===== config.mk =====
export PLATFORM = sky130hd
export DESIGN_NAME = seq_mult_8bit_flat
export DESIGN_NICKNAME = d
export VERILOG_FILES = /design/src/rtl/seq_mult_8bit_pkg.sv /design/src/rtl/seq_mult_8bit_if.sv /design/src/rtl/seq_mult_8bit_adder.sv /design/src/rtl/seq_mult_8bit.sv /design/src/flat_wrapper.sv
export SDC_FILE = /design/constraint.sdc
export NUM_CORES = 1
export LEC_CHECK = 0
export CORE_MARGIN = 2
export CORE_UTILIZATION = 45
export DETAILED_ROUTE_END_ITERATION = 10
export PLACE_DENSITY = 0.84
export SKIP_CTS_REPAIR_TIMING = 1
export SLEW_MARGIN = 20
export SYNTH_ARGS = -nofsm -noshare
export SYNTH_HDL_FRONTEND = slang
export SYNTH_HIERARCHICAL = 1
export SYNTH_SLANG_ARGS = --single-unit

===== constraint.sdc =====
create_clock -name i_clk -period 2.53 [get_ports i_clk]
set_input_delay 0.3795 -clock i_clk [delete_from_list [all_inputs] [get_ports i_clk]]
set_output_delay 0.3795 -clock i_clk [all_outputs]
set_load 0.02 [all_outputs]

===== src/rtl/seq_mult_8bit_pkg.sv =====
// ============================================================================
// mult_pkg : shared types and sizing for the sequential 8x8 multiplier
// Revision : 1.0
// ============================================================================
`default_nettype none

package mult_pkg;

  localparam int WIDTH = 8;
  localparam int CNT_W = $clog2(WIDTH);

  typedef enum logic [1:0] {
    IDLE = 2'd0,
    CALC = 2'd1,
    DONE = 2'd2
  } mult_state_e;

endpackage : mult_pkg

`default_nettype wire


===== src/rtl/seq_mult_8bit_if.sv =====
// ============================================================================
// seq_mult_8bit_if : operand/product handshake bundle for seq_mult_8bit
// Revision         : 1.0
// ============================================================================
`default_nettype none

interface seq_mult_8bit_if
  import mult_pkg::*;
();

  logic               i_valid;
  logic               o_ready;
  logic [WIDTH-1:0]   i_a;
  logic [WIDTH-1:0]   i_b;
  logic               o_valid;
  logic               i_ready;
  logic [2*WIDTH-1:0] o_prod;
  logic               o_busy;

  // The multiplier side.
  modport slave (
    input  i_valid, i_a, i_b, i_ready,
    output o_ready, o_valid, o_prod, o_busy
  );

  // The operand producer / product consumer side.
  modport master (
    output i_valid, i_a, i_b, i_ready,
    input  o_ready, o_valid, o_prod, o_busy
  );

endinterface : seq_mult_8bit_if

`default_nettype wire


===== src/rtl/seq_mult_8bit_adder.sv =====
// ============================================================================
// adder_8bit : 8-bit ripple adder with carry-out and signed overflow flag
// Revision   : 1.0
// ============================================================================
`default_nettype none

module adder_8bit (
  input  logic [7:0] i_a,
  input  logic [7:0] i_b,
  input  logic       i_cin,
  output logic [7:0] o_sum,
  output logic       o_carry,
  output logic       o_ovf
);

  logic [8:0] w_full;

  assign w_full  = {1'b0, i_a} + {1'b0, i_b} + {8'b0, i_cin};
  assign o_sum   = w_full[7:0];
  assign o_carry = w_full[8];
  // Two's-complement overflow: like-signed operands producing an opposite sign.
  assign o_ovf   = (i_a[7] == i_b[7]) && (w_full[7] != i_a[7]);

endmodule : adder_8bit

`default_nettype wire


===== src/rtl/seq_mult_8bit.sv =====
// ============================================================================
// seq_mult_8bit : unsigned 8x8->16 shift-add multiplier, one bit per cycle
// Revision      : 1.0
// ============================================================================
`default_nettype none

module seq_mult_8bit
  import mult_pkg::*;
(
  input  logic           i_clk,
  input  logic           i_rst_n,
  seq_mult_8bit_if.slave bus
);

  mult_state_e      state_q, state_d;
  logic [WIDTH-1:0] mcand_q, mcand_d;
  logic [WIDTH-1:0] acc_hi_q, acc_hi_d;
  logic [WIDTH-1:0] mq_q, mq_d;
  logic [CNT_W-1:0] cnt_q, cnt_d;

  logic [WIDTH-1:0] w_addend;
  logic [WIDTH-1:0] w_sum;
  logic             w_carry;
  logic             w_unused_ovf;

  // Add the multiplicand only when the current multiplier LSB is set.
  assign w_addend = mq_q[0] ? mcand_q : '0;

  adder_8bit u_adder (
    .i_a     (acc_hi_q),
    .i_b     (w_addend),
    .i_cin   (1'b0),
    .o_sum   (w_sum),
    .o_carry (w_carry),
    .o_ovf   (w_unused_ovf)
  );

  always_ff @(posedge i_clk or negedge i_rst_n) begin
    if (!i_rst_n) begin
      state_q  <= IDLE;
      mcand_q  <= '0;
      acc_hi_q <= '0;
      mq_q     <= '0;
      cnt_q    <= '0;
    end else begin
      state_q  <= state_d;
      mcand_q  <= mcand_d;
      acc_hi_q <= acc_hi_d;
      mq_q     <= mq_d;
      cnt_q    <= cnt_d;
    end
  end

  always_comb begin
    state_d  = state_q;
    mcand_d  = mcand_q;
    acc_hi_d = acc_hi_q;
    mq_d     = mq_q;
    cnt_d    = cnt_q;
    unique case (state_q)
      IDLE: begin
        if (bus.i_valid) begin
          mcand_d  = bus.i_a;
          mq_d     = bus.i_b;
          acc_hi_d = '0;
          cnt_d    = '0;
          state_d  = CALC;
        end
      end
      CALC: begin
        // Carry enters the MSB while the consumed multiplier bit falls off the bottom.
        {acc_hi_d, mq_d} = {w_carry, w_sum, mq_q[WIDTH-1:1]};
        cnt_d            = cnt_q + 1'b1;
        if (cnt_q == CNT_W'(WIDTH - 1)) begin
          state_d = DONE;
        end
      end
      DONE: begin
        if (bus.i_ready) begin
          state_d = IDLE;
        end
      end
      default: begin
        state_d = IDLE;
      end
    endcase
  end

  assign bus.o_ready = (state_q == IDLE);
  assign bus.o_busy  = (state_q == CALC);
  assign bus.o_valid = (state_q == DONE);
  assign bus.o_prod  = (state_q == DONE) ? {acc_hi_q, mq_q} : '0;

endmodule : seq_mult_8bit

`default_nettype wire


===== src/flat_wrapper.sv =====
// flat-port wrapper written by rule: the top's interface ports become plain ports
module seq_mult_8bit_flat import mult_pkg::*;
  (i_clk, i_rst_n, bus_i_valid, bus_i_a, bus_i_b, bus_i_ready, bus_o_ready, bus_o_valid, bus_o_prod, bus_o_busy);
  seq_mult_8bit_if bus_i ();
  input  logic i_clk;
  input  logic i_rst_n;
  input wire logic [$bits(bus_i.i_valid)-1:0] bus_i_valid;
  input wire logic [$bits(bus_i.i_a)-1:0] bus_i_a;
  input wire logic [$bits(bus_i.i_b)-1:0] bus_i_b;
  input wire logic [$bits(bus_i.i_ready)-1:0] bus_i_ready;
  output wire logic [$bits(bus_i.o_ready)-1:0] bus_o_ready;
  output wire logic [$bits(bus_i.o_valid)-1:0] bus_o_valid;
  output wire logic [$bits(bus_i.o_prod)-1:0] bus_o_prod;
  output wire logic [$bits(bus_i.o_busy)-1:0] bus_o_busy;
  assign bus_i.i_valid = bus_i_valid;
  assign bus_i.i_a = bus_i_a;
  assign bus_i.i_b = bus_i_b;
  assign bus_i.i_ready = bus_i_ready;
  assign bus_o_ready = bus_i.o_ready;
  assign bus_o_valid = bus_i.o_valid;
  assign bus_o_prod = bus_i.o_prod;
  assign bus_o_busy = bus_i.o_busy;
  seq_mult_8bit u_core (.i_clk(i_clk), .i_rst_n(i_rst_n), .bus(bus_i));
endmodule

* After elaboration in Yosys (flattened, before gate mapping)
Index checks and enable logic that the tools add are counted.
** Storage, ports and cells
- Input bits :: 20
- Flip-flop bits (word level) :: 29
** Operators by class
- Reduce and logical (&&, ||, !) cells :: 5
- $add $sub $neg :: 2
- Mux-type cells :: 12
- Equal/unequal tests :: 6
** Operator list (count)
- $pmux 8 s2 :: 2
- $mux 8 :: 3
- $mux 16 :: 1
- $add 8x8->9 :: 1
- $mux 2 :: 3
- $pmux 2 s3 :: 1
- $pmux 3 s2 :: 1
- $ne 2x2->1 const B :: 2
- $reduce_and 2->1 :: 2
- $add 3x1->3 const B :: 1
- $eq 3x3->1 const B :: 1
- $mux 3 :: 1
- $reduce_and 3->1 :: 1
- $eq 2x1->1 const B :: 1
- $eq 2x2->1 const B :: 1
- $logic_not 2->1 :: 1
- $ne 2x1->1 const B :: 1
- $reduce_bool 2->1 :: 1

* Logic depth before layout (Yosys ltp)
Gate-level depths: netlist (run 1).
- Depth after elaboration :: 3
- Mapped depth :: 9
- Depth with buffers taken out :: 8

* Hierarchy
The synthesis (run 1) kept the hierarchy.
** By module, submodules not included
- seq_mult_8bit :: cells an instance 125, sequential area each 725.7 sq um, times used 1, area each 1445.1 sq um
- adder_8bit :: cells an instance 42, sequential area each 0.0 sq um, times used 1, area each 336.6 sq um

* Worst setup path after synthesis (run 1)
OpenSTA, ideal clock, no wires.
- Path kind :: flip-flop to flip-flop
- Start point :: register u_core.mq_q[0]
- End point :: register u_core.acc_hi_q[5]
- Stages on the path, launching flop included :: 10
- Arrival :: 2.269 ns
- Clock period less this slack :: 2.390 ns
- Setup slack :: 0.140 ns
- Cell sequence :: dfrtp_1 -> clkbuf_1 -> and2_1 -> fa_1 -> fa_1 -> a21oi_1 -> o211ai_1 -> a21oi_1 -> xnor2_1 -> a22o_1
** On the way
- Word-level cells in the longest chain between the ends :: 3
** RTL lines
- from (decl) :: RTL line seq_mult_8bit.sv:18 : logic [WIDTH-1:0] mq_q, mq_d;
- from (signal assigned) :: RTL line seq_mult_8bit.sv:49 : mq_q <= mq_d;
- $mux 8 :: RTL line seq_mult_8bit.sv:27 : assign w_addend = mq_q[0] ? mcand_q : '0;
- via u_core.w_addend[0] :: RTL line seq_mult_8bit.sv:21 : logic [WIDTH-1:0] w_addend;
- $add 8x8->9 :: RTL line seq_mult_8bit_adder.sv:18 : assign w_full = {1'b0, i_a} + {1'b0, i_b} + {8'b0, i_cin};
- via u_core.w_sum[6] :: RTL line seq_mult_8bit.sv:22 : logic [WIDTH-1:0] w_sum;
- $pmux 8 s2 :: RTL line seq_mult_8bit.sv:60 : unique case (state_q)
- to (signal assigned) :: RTL line seq_mult_8bit.sv:48 : acc_hi_q <= acc_hi_d;
- to (decl) :: RTL line seq_mult_8bit.sv:17 : logic [WIDTH-1:0] acc_hi_q, acc_hi_d;
The timed path passes the listed nets, and every way through them passes these cells.
A chain may end at the register's enable or synchronous reset.

* Worst setup path after layout (run 1)
- Start point :: register u_core.state_q[1]
- End point :: output port bus_o_busy
** On the way
- Word-level cells in the longest chain between the ends :: 1
** RTL lines
- from (decl) :: RTL line seq_mult_8bit.sv:15 : mult_state_e state_q, state_d;
- from (signal assigned) :: RTL line seq_mult_8bit.sv:46 : state_q <= state_d;
- $eq 2x1->1 :: RTL line seq_mult_8bit.sv:90 : assign bus.o_busy = (state_q == CALC);
- to (decl) :: RTL line flat_wrapper.sv:14 : output wire logic [$bits(bus_i.o_busy)-1:0] bus_o_busy;
Every way passes these cells.

==> impl_metrics.yaml, run 1 <==
run_status:
  status: "finished clean"
cts:
  htree_levels: 2
  clock-sinks: 29
  clk_latency_ns: 0.27
  cts_tree: "built"
  path_clk_slew_ns: 0.06
  cts_buffers: 5
  clk_path_buf_depth: 2
  clockRootBuffer: "clkbuf_8"
floorplanning:
  dieHeight_um: 66.5
  die_area_um2: 4430
  io-pin-count: 39
  rows: 22
  coreArea_um2: 3720
  die_w_um: 66.5
  start_util_pct: 47.4
global_routing:
  grt_max_degree: 30
  overflow: 0
  grt_pass1_vias: 1440
  track_usage_pct: 20.0
  antenna_found_initial: 0
  grt_pass1_wl_um: 6650
logic_synthesis:
  syn_inst: 164
  synth_area_um2: 1760
  syn_area_per_cell_um2: 10.7
  syn_nets: 195
  yosys_warnings: 6
drt:
  ant_nets: 0
  vias: 1417
  wire_per_inst_um: 15.6
  drcViolationCount: 0
  firstDrtPassIters: 4
  wl_um: 3940
  drt-initial-drc-count: 60
  vias_per_cell: 5.60
final_layout:
  final_nets: 236
  antenna_cells: 0
  fin_area_um2: 2260
  drive_gt1_share_pct: 13.7
  syn2layout_area_growth_pct: 28.3
  final_util_pct: 60.8
  layout.cells.non_filler: 253
worst_setup_path:
  cp.required_ns: 2.15
  startpoint_type: "register"
  worst-r2r-cell-count: 8
  path_class: "register to primary output"
  rr_endpoint: "u_core/acc_hi_q[5]"
  r2r-start: "u_core/mcand_q[0]"
  r2r_slack_ns: 0.15
  crit_path_max_fanout: 22
  cp_data_arrival_time_ns: 2.02
  cp-end-kind: "primary output"
timing:
  tns_ns: 0
  skew_ns: 0.00626
  final-hold-violation-count: 0
  slew_headroom_pct: 56.0
  setup_viol: 0
  max_freq_ghz: 0.417
  min_period_ns: 2.40
  worst_pin_slew_ns: 0.660
  fin_crit_sh_pct: 94.7
  slew_violations: 0
  rsz0062_at_grt: "no"
  setup_slack_ns: 0.133
placed_design:
  place_area_um2: 2170
  hpwl_um: 2730
  io_buffers: 38
  place_ws_ns: 0.146
  gp_congestion: 0.814
  dpl.cell_count: 246
pwr:
  peakVddDrop_v: 0.000700
  p_leak_nw: 1.03
  p_per_area_nw_per_um2: 1290
run:
  max_cap_viol_count: 0
worst_hold_path:
  hold_path.class: "primary input to async pin"
[routing by layer]
| metal | GRT usage (%) | part of all wire (%) | vias up |
|---|---|---|---|
| met5 | 0 | 0 | - |
| met4 | 7.65 | 1.1 | 0 |
| met3 | 4.73 | 4.5 | 4 |
| met1 | 26.3 | 48 | 696 |
| met2 | 31.8 | 46 | 34 |
| li1 | - | - | 683 |
[registers in the layout (all words and copies together) (netlist names)]
name             count
u_core/acc_hi_q      8
u_core/mcand_q       8
u_core/mq_q          8
u_core/cnt_q         3
u_core/state_q       2
[stage by stage]
stage	power, mW	hold slack [ns]
after floorplan	2.18	0.0839
after global placement	2.47	0.484
after detailed placement	2.52	0.492
after CTS	2.92	0.495
after global routing	3.17	0.528
final	2.91	0.484
[area by class of cell]
type,instances,area [um2]
tap,48,60.1
fill,317,1460
clock buffer,7,86.3
inverter,5,21.3
timing repair buffer,45,433
multi-input combinational,119,932
sequential,29,726
[where the power goes]
group          total, mW  internal, mW  switching (mW)  leakage, nW
registers          0.875         0.696           0.179        0.342
logic               1.66         0.853           0.807        0.640
clock network      0.375         0.215           0.160       0.0443
[worst max-delay path by stage]
stage	from	to	slack [ns]
floorplan	u_core/mq_q[0]	u_core/acc_hi_q[5]	0.14
global placement	u_core/mcand_q[0]	u_core/acc_hi_q[5]	0.22
detailed placement	u_core/mcand_q[0]	u_core/acc_hi_q[5]	0.15
CTS	u_core/mcand_q[0]	u_core/acc_hi_q[5]	0.15
global route	u_core/state_q[1]	bus_o_busy	0.03
finish	u_core/state_q[1]	bus_o_busy	0.13
[placed cells by master (no fill, tap or decap), types with 2 or more instances in the layout]
| cell type | instances |
|---|---|
| o22ai_1 | 16 |
| mux2_4 | 8 |
| dfrtp_1 | 29 |
| clkdlybuf4s50_1 | 38 |
| buf_4 | 7 |
| nor2b_1 | 2 |
| and3_1 | 16 |
| inv_1 | 3 |
| nor2_1 | 5 |
| and2_1 | 8 |
| xnor2_1 | 4 |
| nand2b_4 | 2 |
| o31ai_1 | 2 |
| o21ai_1 | 3 |
| nand2_1 | 4 |
| fa_1 | 2 |
| a21oi_1 | 14 |
| clkbuf_8 | 6 |
| nor3_1 | 3 |
| a22o_1 | 10 |
| ha_1 | 9 |
[critical path, stage by stage, from the launching register on]
cell             delay (ns)
dfrtp_1                0.76
nand2b_4               0.33
inv_4                  0.09
clkdlybuf4s50_1        0.55
No activity file was read; power rests on OpenSTA's default activity.
==> inputs of run 2 (changes only) <==
Clock period 2.53 ns to 2.12 ns, I/O delays scaled along.
==> impl_metrics.yaml, run 2 (synthesis results as in run 1) <==
run_status:
  status: "finished clean"
floorplanning:
  coreArea_um2: 3720
  dieHeight_um: 66.5
  start_util_pct: 47.4
  die_area_um2: 4430
  rows: 22
  io-pin-count: 39
  die_w_um: 66.5
timing:
  worst_pin_slew_ns: 0.834
  tns_ns: 0
  max_freq_ghz: 0.477
  slew_headroom_pct: 44.3
  final-hold-violation-count: 0
  fin_crit_sh_pct: 98.9
  skew_ns: 0.00367
  rsz0062_at_grt: "yes"
  setup_slack_ns: 0.0233
  whs_ns: 0.433
  min_period_ns: 2.10
  slew_violations: 0
  setup_viol: 0
final_layout:
  reg.largest.list: "u_core/acc_hi_q x8, u_core/mcand_q x8, u_core/mq_q x8"
  fin_area_um2: 2300
  mostFrequentLayoutCells: "35 x clkdlybuf4s50_1, 28 x dfrtp_1, 16 x and3_1, 16 x o22ai_1, 13 x a21oi_1"
  syn2layout_area_growth_pct: 30.9
  final_common_cell: "clkdlybuf4s50_1"
  final_util_pct: 62.0
  drive_gt1_share_pct: 17.3
  antenna_cells: 0
  final_nets: 238
  layout.cells.non_filler: 256
worst_setup_path:
  cp_slowest_cell: "fa_2"
  r2r-start: "u_core/mcand_q[0]"
  rr_endpoint: "u_core/acc_hi_q[5]"
  cp_common_cell: "fa_2"
  crit_path_max_fanout: 3
  cp_data_arrival_time_ns: 2.26
  worst-r2r-cell-count: 8
  path_class: "register to register"
  critPathMaxStageDelay_ns: 0.38
  cp.required_ns: 2.28
  startpoint_type: "register"
  critPathBufInv: 0
  setup.worst_path.start: "u_core/mcand_q[0]"
  crit_chain: "and2_4, fa_2, fa_2, a21oi_4, o211ai_1, a21oi_1, xnor2_1, a22o_1"
  cp.depth: 8
  cp-end-kind: "register"
  r2r_slack_ns: 0.02
  crit_family: "adder cells"
  endpoint: "u_core/acc_hi_q[5]"
cts:
  cts_tree: "built"
  path_clk_slew_ns: 0.06
  clk_path_buf_depth: 2
  cts_buffers: 5
  clockRootBuffer: "clkbuf_8"
  htree_levels: 2
  clk_latency_ns: 0.27
  clock-sinks: 29
drt:
  wl_met3_um: 198
  top_layer: "met4"
  ant_nets: 0
  drcViolationCount: 0
  wire_per_inst_um: 14.8
  wl_um: 3790
  vias_per_cell: 5.58
  firstDrtPassIters: 4
  wl_met2_um: 1810
  wl_met1_um: 1720
  vias: 1428
  drt-initial-drc-count: 87
run:
  max_cap_viol_count: 0
worst_hold_path:
  hold_path.class: "primary input to async pin"
pwr:
  power_frac_comb_pct: 58.9
  p_per_area_nw_per_um2: 1540
  p_leak_nw: 1.08
  power.switching_mw: 1.40
  clockPowerShare_pct: 11.8
  peakVddDrop_v: 0.000760
  p_seq_share_pct: 29.3
  internal_power_mw: 2.15
  p_total_mw: 3.55
  swShare_pct: 39.4
global_routing:
  track_usage_pct: 18.8
  grt_pass1_wl_um: 6350
  grt_max_degree: 30
  grt_pass1_vias: 1469
  antenna_found_initial: 0
  overflow: 0
placed_design:
  place_ws_ns: -0.0331
  hpwl_um: 2650
  dpl.cell_count: 246
  gp_congestion: 0.851
  io_buffers: 38
  place_area_um2: 2180
## run 2: final cells by class
| type | count | area [um2] |
|---|---|---|
| clock buffer | 8 | 80.1 |
| fill | 308 | 1410 |
| inverter | 5 | 21.3 |
| multi-input combinational | 119 | 961 |
| sequential | 29 | 727 |
| tap | 48 | 60.1 |
| timing repair buffer | 47 | 455 |
## run 2: worst min path at each step
stage	from	to	slack [ns]	cells after the start
floorplan	i_rst_n	u_core/acc_hi_q[0]	0.02	0
global placement	u_core/mcand_q[0]	u_core/mcand_q[0]	0.48	1
detailed placement	u_core/mcand_q[5]	u_core/mcand_q[5]	0.49	1
CTS	i_rst_n	u_core/mcand_q[0]	0.44	2
global route	i_rst_n	u_core/mcand_q[3]	0.48	2
finish	i_rst_n	u_core/mcand_q[4]	0.43	2
## run 2: power groups by stage
stage / clock (mW) / combinational [mW] / sequential, mW
after floorplan: 0 / 1.65 / 0.976
after global placement: 0 / 1.93 / 1.03
after detailed placement: 0 / 1.99 / 1.04
after CTS: 0.429 / 1.99 / 1.04
after global routing: 0.458 / 2.31 / 1.07
final: 0.420 / 2.09 / 1.04
## run 2: metal layers
layer | vias up | track usage (%)
li1 | 691 | -
met1 | 682 | 24.7
met2 | 49 | 29.6
met5 | - | 0
met3 | 6 | 4.90
met4 | 0 | 7.40
